==> src/rtl/spi_ram_arbiter.sv <==
// Arbitrates one single-port RAM between SPI slave commands and a local host.
// SPI accesses go through a one-entry pending slot; ties go to the side not granted last.
module spi_ram_arbiter #(
  parameter int ADDR_SIZE = 8,
  parameter int MEM_WIDTH = 8
) (
  input  logic                 clk,
  input  logic                 rst,
  input  logic [9:0]           rx_data,
  input  logic                 rx_valid,
  output logic [MEM_WIDTH-1:0] tx_data,
  output logic                 tx_valid,
  input  logic                 host_req,
  input  logic                 host_we,
  input  logic [ADDR_SIZE-1:0] host_addr,
  input  logic [MEM_WIDTH-1:0] host_wdata,
  output logic                 host_gnt,
  output logic [MEM_WIDTH-1:0] host_rdata,
  output logic                 host_rvalid,
  output logic                 ram_en,
  output logic                 ram_we,
  output logic [ADDR_SIZE-1:0] ram_addr,
  output logic [MEM_WIDTH-1:0] ram_din,
  input  logic [MEM_WIDTH-1:0] ram_dout,
  output logic                 spi_ovf
);

  typedef enum logic [1:0] {IDLE, GRANT_SPI, GRANT_HOST, RD_WAIT} state_t;

  state_t               state, state_nxt;
  logic                 rx_prev, rx_edge, post, slot_free;
  logic [ADDR_SIZE-1:0] rx_addr, wr_addr, rd_addr, pend_addr;
  logic [MEM_WIDTH-1:0] rx_byte, pend_data;
  logic                 pend_valid, pend_we;
  logic                 last_host;
  logic                 rd_host;

  // Opcode bit 8 marks a RAM-posting command; bit 9 selects the read side.
  assign rx_edge   = rx_valid & ~rx_prev;
  assign post      = rx_edge & rx_data[8];
  assign slot_free = ~pend_valid | (state == GRANT_SPI);
  assign rx_addr   = ADDR_SIZE'(rx_data[7:0]);
  assign rx_byte   = MEM_WIDTH'(rx_data[7:0]);

  always_ff @(posedge clk) begin
    if (rst) begin
      state       <= IDLE;
      rx_prev     <= 1'b0;
      wr_addr     <= '0;
      rd_addr     <= '0;
      pend_valid  <= 1'b0;
      pend_we     <= 1'b0;
      pend_addr   <= '0;
      pend_data   <= '0;
      spi_ovf     <= 1'b0;
      last_host   <= 1'b1;
      rd_host     <= 1'b0;
      tx_data     <= '0;
      tx_valid    <= 1'b0;
      host_rdata  <= '0;
      host_rvalid <= 1'b0;
    end else begin
      state   <= state_nxt;
      rx_prev <= rx_valid;

      if (rx_edge && !rx_data[8]) begin
        if (rx_data[9]) rd_addr <= rx_addr;
        else            wr_addr <= rx_addr;
      end

      // A slot being granted this cycle frees up in time to take the new command.
      if (post && slot_free) begin
        pend_valid <= 1'b1;
        pend_we    <= ~rx_data[9];
        pend_addr  <= rx_data[9] ? rd_addr : wr_addr;
        pend_data  <= rx_byte;
      end else if (state == GRANT_SPI) begin
        pend_valid <= 1'b0;
      end

      if (post && !slot_free) spi_ovf <= 1'b1;

      if (state == GRANT_SPI) begin
        last_host <= 1'b0;
        rd_host   <= 1'b0;
      end else if (state == GRANT_HOST) begin
        last_host <= 1'b1;
        rd_host   <= 1'b1;
      end

      host_rvalid <= (state == RD_WAIT) && rd_host;
      if (state == RD_WAIT && rd_host) host_rdata <= ram_dout;

      if (state == RD_WAIT && !rd_host) begin
        tx_data  <= ram_dout;
        tx_valid <= 1'b1;
      end else if (rx_edge) begin
        tx_valid <= 1'b0;
      end
    end
  end

  always_comb begin
    state_nxt = state;
    host_gnt  = 1'b0;
    ram_en    = 1'b0;
    ram_we    = 1'b0;
    ram_addr  = '0;
    ram_din   = '0;
    unique case (state)
      IDLE: begin
        if (pend_valid && (!host_req || last_host)) state_nxt = GRANT_SPI;
        else if (host_req)                          state_nxt = GRANT_HOST;
      end
      GRANT_SPI: begin
        ram_en    = 1'b1;
        ram_we    = pend_we;
        ram_addr  = pend_addr;
        ram_din   = pend_data;
        state_nxt = pend_we ? IDLE : RD_WAIT;
      end
      GRANT_HOST: begin
        host_gnt  = 1'b1;
        ram_en    = 1'b1;
        ram_we    = host_we;
        ram_addr  = host_addr;
        ram_din   = host_wdata;
        state_nxt = host_we ? IDLE : RD_WAIT;
      end
      RD_WAIT: state_nxt = IDLE;
      default: state_nxt = IDLE;
    endcase
  end

endmodule

==> config.mk <==
export PLATFORM = sky130hd
export DESIGN_NAME = spi_ram_arbiter
export DESIGN_NICKNAME = d
export VERILOG_FILES = /design/src/rtl/spi_ram_arbiter.sv
export SDC_FILE = /design/constraint.sdc
export NUM_CORES = 1
export LEC_CHECK = 0
export CORE_ASPECT_RATIO = 0.5
export CORE_UTILIZATION = 46
export DETAILED_ROUTE_END_ITERATION = 10
export GPL_TIMING_DRIVEN = 0
export PLACE_DENSITY = 0.79
export SLEW_MARGIN = 20
export SYNTH_ARGS = -nofsm -noshare
export SYNTH_HDL_FRONTEND = slang
export SYNTH_SLANG_ARGS = --single-unit
==> constraint.sdc <==
create_clock -name clk -period 2 [get_ports clk]
set_input_delay 0.4 -clock clk [delete_from_list [all_inputs] [get_ports clk]]
set_output_delay 0.4 -clock clk [all_outputs]
set_load 0.02 [all_outputs]
==> results of run 1 <==
cell usage in the layout, fill, tap and decap left out, drive strengths merged:
cell type,n
and2,2
a221oi,1
nor3b,3
bufinv,1
or3,1
nand3,8
clkbuf,20
mux2i,24
clkdlybuf4s50,56
a211o,1
nor2,31
buf,36
a21oi,28
dlymetal6s2s,1
a31oi,1
nand2,44
inv,6
dlygate4sd2,1
nor2b,4
nor3,2
a22o,16
clkinv,4
o21bai,1
dfxtp,58
ha,7
nand2b,3
a211oi,9
a311o,1
a22oi,1
worst max-delay path: cells and delay by family (launching register included):
family          cells  cell delay, ns
flops               1            0.37
buf+inv             3            0.35
fa+ha+maj           1            0.24
compound gates      1            0.24
simple gates        1            0.16
path summary, 6_finish.rpt:
path | cells past startpoint | slack (ns) | endpoint | startpoint
hold / removal | 2 | 0.41 | pend_addr[0] | rst
hold reg to reg | 2 | 0.46 | host_rdata[3] | host_rdata[3]
setup / recovery | 6 | -0.11 | ram_din[4] | state[1]
setup reg to reg | 9 | 0.27 | pend_data[4] | state[1]
cells by family after synthesis:
| logic type | after synthesis |
|---|---|
| adders and majority gates | 7 |
| AOI/OAI and AO/OA | 59 |
| and+or+nand+nor | 98 |
| buffers and inverters | 26 |
| DFF | 58 |
| muxes | 24 |
power breakdown:
part           total, W  switching [W]  internal (W)
clock           0.00106       0.000459      0.000605
sequential      0.00132      0.0000698       0.00125
combinational   0.00146       0.000713      0.000751
layout make-up:
type / instances / area [um2] / share of cell area
Timing Repair Buffer: 85 / 857 / 0.226
Clock inverter: 5 / 53.8 / 0.0142
Clock buffer: 11 / 141 / 0.0373
Multi-Input combinational cell: 188 / 1320 / 0.348
Buffer: 18 / 140 / 0.0369
Tap cell: 70 / 87.6 / 0.0231
Sequential cell: 58 / 1170 / 0.308
Inverter: 6 / 27.5 / 0.00725
registers in the layout, indices dropped and copies added, names as in the netlist:
name,cells
spi_ovf,1
pend_addr,8
host_rdata,8
rx_prev,1
host_rvalid,1
rd_host,1
state,2
tx_valid,1
last_host,1
pend_valid,1
pend_data,8
wr_addr,8
tx_data,8
rd_addr,8
pend_we,1
stage by stage:
| stage | hold slack (ns) | util |
|---|---|---|
| final | 0.407 | 0.746 |
| after global routing | 0.414 | 0.746 |
| after CTS | 0.401 | 0.730 |
| after detailed placement | 0.449 | 0.678 |
| after global placement | 0.442 | 0.678 |
| after floorplan | 0.436 | - |
metal layers:
metal	global-route usage	up-vias	share of wire
met4	0.144	0	0.031
met2	0.439	62	0.51
met3	0.0607	18	0.046
met5	0	-	0
li1	-	1119	-
met1	0.254	1095	0.41
timing repair:
action	in CTS	in global routing
cloned	0	1
resized for setup	106	14
buffers inserted	5	4
endpoints found under the setup margin	19	18
pin swaps	2	6
==> summary.md, run 1 <==
| Metric | Value |
|---|---|
| Outcome | complete, but fails checks |
| Violated checks | setup timing |
| Vias per cell | 5.20 |
| Final Hold Vio Count | 0 |
| Tcrit/Tclk final | 1.06 |
| Adder-Cell Fraction of Synth Area | 0.0349 |
| Critical-path maximum fanout | 10 |
| First-iteration detailed-routing DRC count | 71 |
| Largest family of logic cells by synthesized area | compound AO/OA/AOI/OAI gates |
| Static Leak | 1.48 nW |
| Fill cells | 401 |
| First-pass GRT wire length | 10.0 mm |
| Area grow syn2layout | 51.0% |
| Hold WC Path Type | primary input to flop |
| Hpwl dp | 4.72 mm |
| Final min period | 2.11 ns |
| Routed WL per cell | 15.7 um |
| Final Skew | 0.00607 ns |
| GP Congestion | 0.760 |
| Max-slew violation count | 0 |
| Critical Path End Type | primary output |
| Total power | 0.00385 W |
| Commonest cells post-synth | dfxtp_1 (58), nand2_1 (44), nor2_1 (31) |
| FF+latch count, synth | 58 |
| Post-synth net total | 318 |
| Normalized max-slew margin | 0.602 |
| Total Routing Usage GR | 0.236 |
| TritonRoute pass-1 iters | 4 |
| Prevailing post-synth register cell | dfxtp_1 |
| Placed instance area | 0.00345 mm2 |
| Mapped Cells | 272 |
| Clk buf depth | 2 |
| # rows | 18 |
| Setup TNS Final | -1.22 ns |
| Antenna violations before repair | 0 |
| Inserted Diodes | 0 |
| Cell with the most instances after synthesis | dfxtp_1 |
| Detail Route Antenna Nets | 0 |
| Worst setup path category | flop to primary output |
| CTS buffer count | 9 |
| DRC viols | 0 |
| Starting Density | 0.494 |
| Vias | 2294 |
| Die width | 107 um |
| Post-synth EDFFs | 0 |
| Slowest-stage cell, CP | dfxtp_4 |
| Reg clk slew, reported paths | 0.07 ns |
| CTS tree | built |
| Yosys top cell by area | dfxtp_1 |
| Tightest Pin Transition | 0.594 ns |
| Largest net degree at the start of global routing | 11 |
| WL final | 6.90 mm |
| Pre-CTS WS | -0.701 ns |
| Die area | 0.00578 mm2 |
| NumNets Final | 412 |
| Ys Warns | 0 |
| Fin worst setup slack | -0.112 ns |
| PortBufs | 75 |
| Synth unique cells | 32 |
| Synth Area in XOR/XNOR | 0 |
| Syn Area/Cell | 9.24 um2 |
| Root Buffer | clkbuf_8 |
| Pwr/cell area | 1010 mW/mm2 |
| Synth async-reset ratio | 0 |
| Remaining global-route overflow | 0 |
| Die Ht | 54.3 um |
| Clock Latency Late Sink | 0.34 ns |
| Core area | 0.00509 mm2 |
| Highest clock rate | 474 MHz |
| Clock Sinks | 58 |
| Final setup vio count | 16 |
| Post-route cell area | 0.00379 mm2 |
| Worst Path Arrival | 1.71 ns |
| Synth Area in Simple Gates | 0.176 |
| Maxcap violations | 0 |
| CTS Hold Buffers Added | 0 |
| Synth area leaders | dfxtp_1 (46%), mux2i_1 (9.6%), nand2_1 (6.6%), a21oi_1 (5.6%), a22o_1 (5.6%) |
| CTS H-tree lvls | 3 |
| RSZ-0062 raised after global routing | yes |
| Compound-Gate Fraction of Synth Area | 0.176 |
| CP required | 1.60 ns |
| Mux contribution to synthesized area | 0.0956 |
| Mapped cell area | 0.00251 mm2 |
| Layout cell share with drive strength beyond 1 | 0.224 |
| Post-synth top area share | 0.462 |
| Peak supply drop | 0.538 mV |
| Placed cells | 417 |
| Sequential area share after synthesis | 0.462 |
| Crit path cell chain | inv_4 -> ha_4 -> and2_4 -> buf_12 -> a22o_4 -> buf_2 |
| Crit path largest cell delay | 0.37 ns |
| Vias in the first global route | 2124 |
| I/O pins | 77 |
| Critical path launch point type | flop |
| Layout Cells excl Fill | 441 |
Note: power is estimated with default switching activity, not from simulation.
==> run 2: changes to the inputs <==
--- a/config.mk
+++ b/config.mk
@@ -7,6 +7,7 @@
 export LEC_CHECK = 0
 export CORE_ASPECT_RATIO = 0.5
 export CORE_UTILIZATION = 46
+export CTS_CLUSTER_DIAMETER = 80
 export DETAILED_ROUTE_END_ITERATION = 10
 export GPL_TIMING_DRIVEN = 0
 export PLACE_DENSITY = 0.79
==> results of run 2 <==
The final DEF is identical to that of run 1; final timing and power are the same.
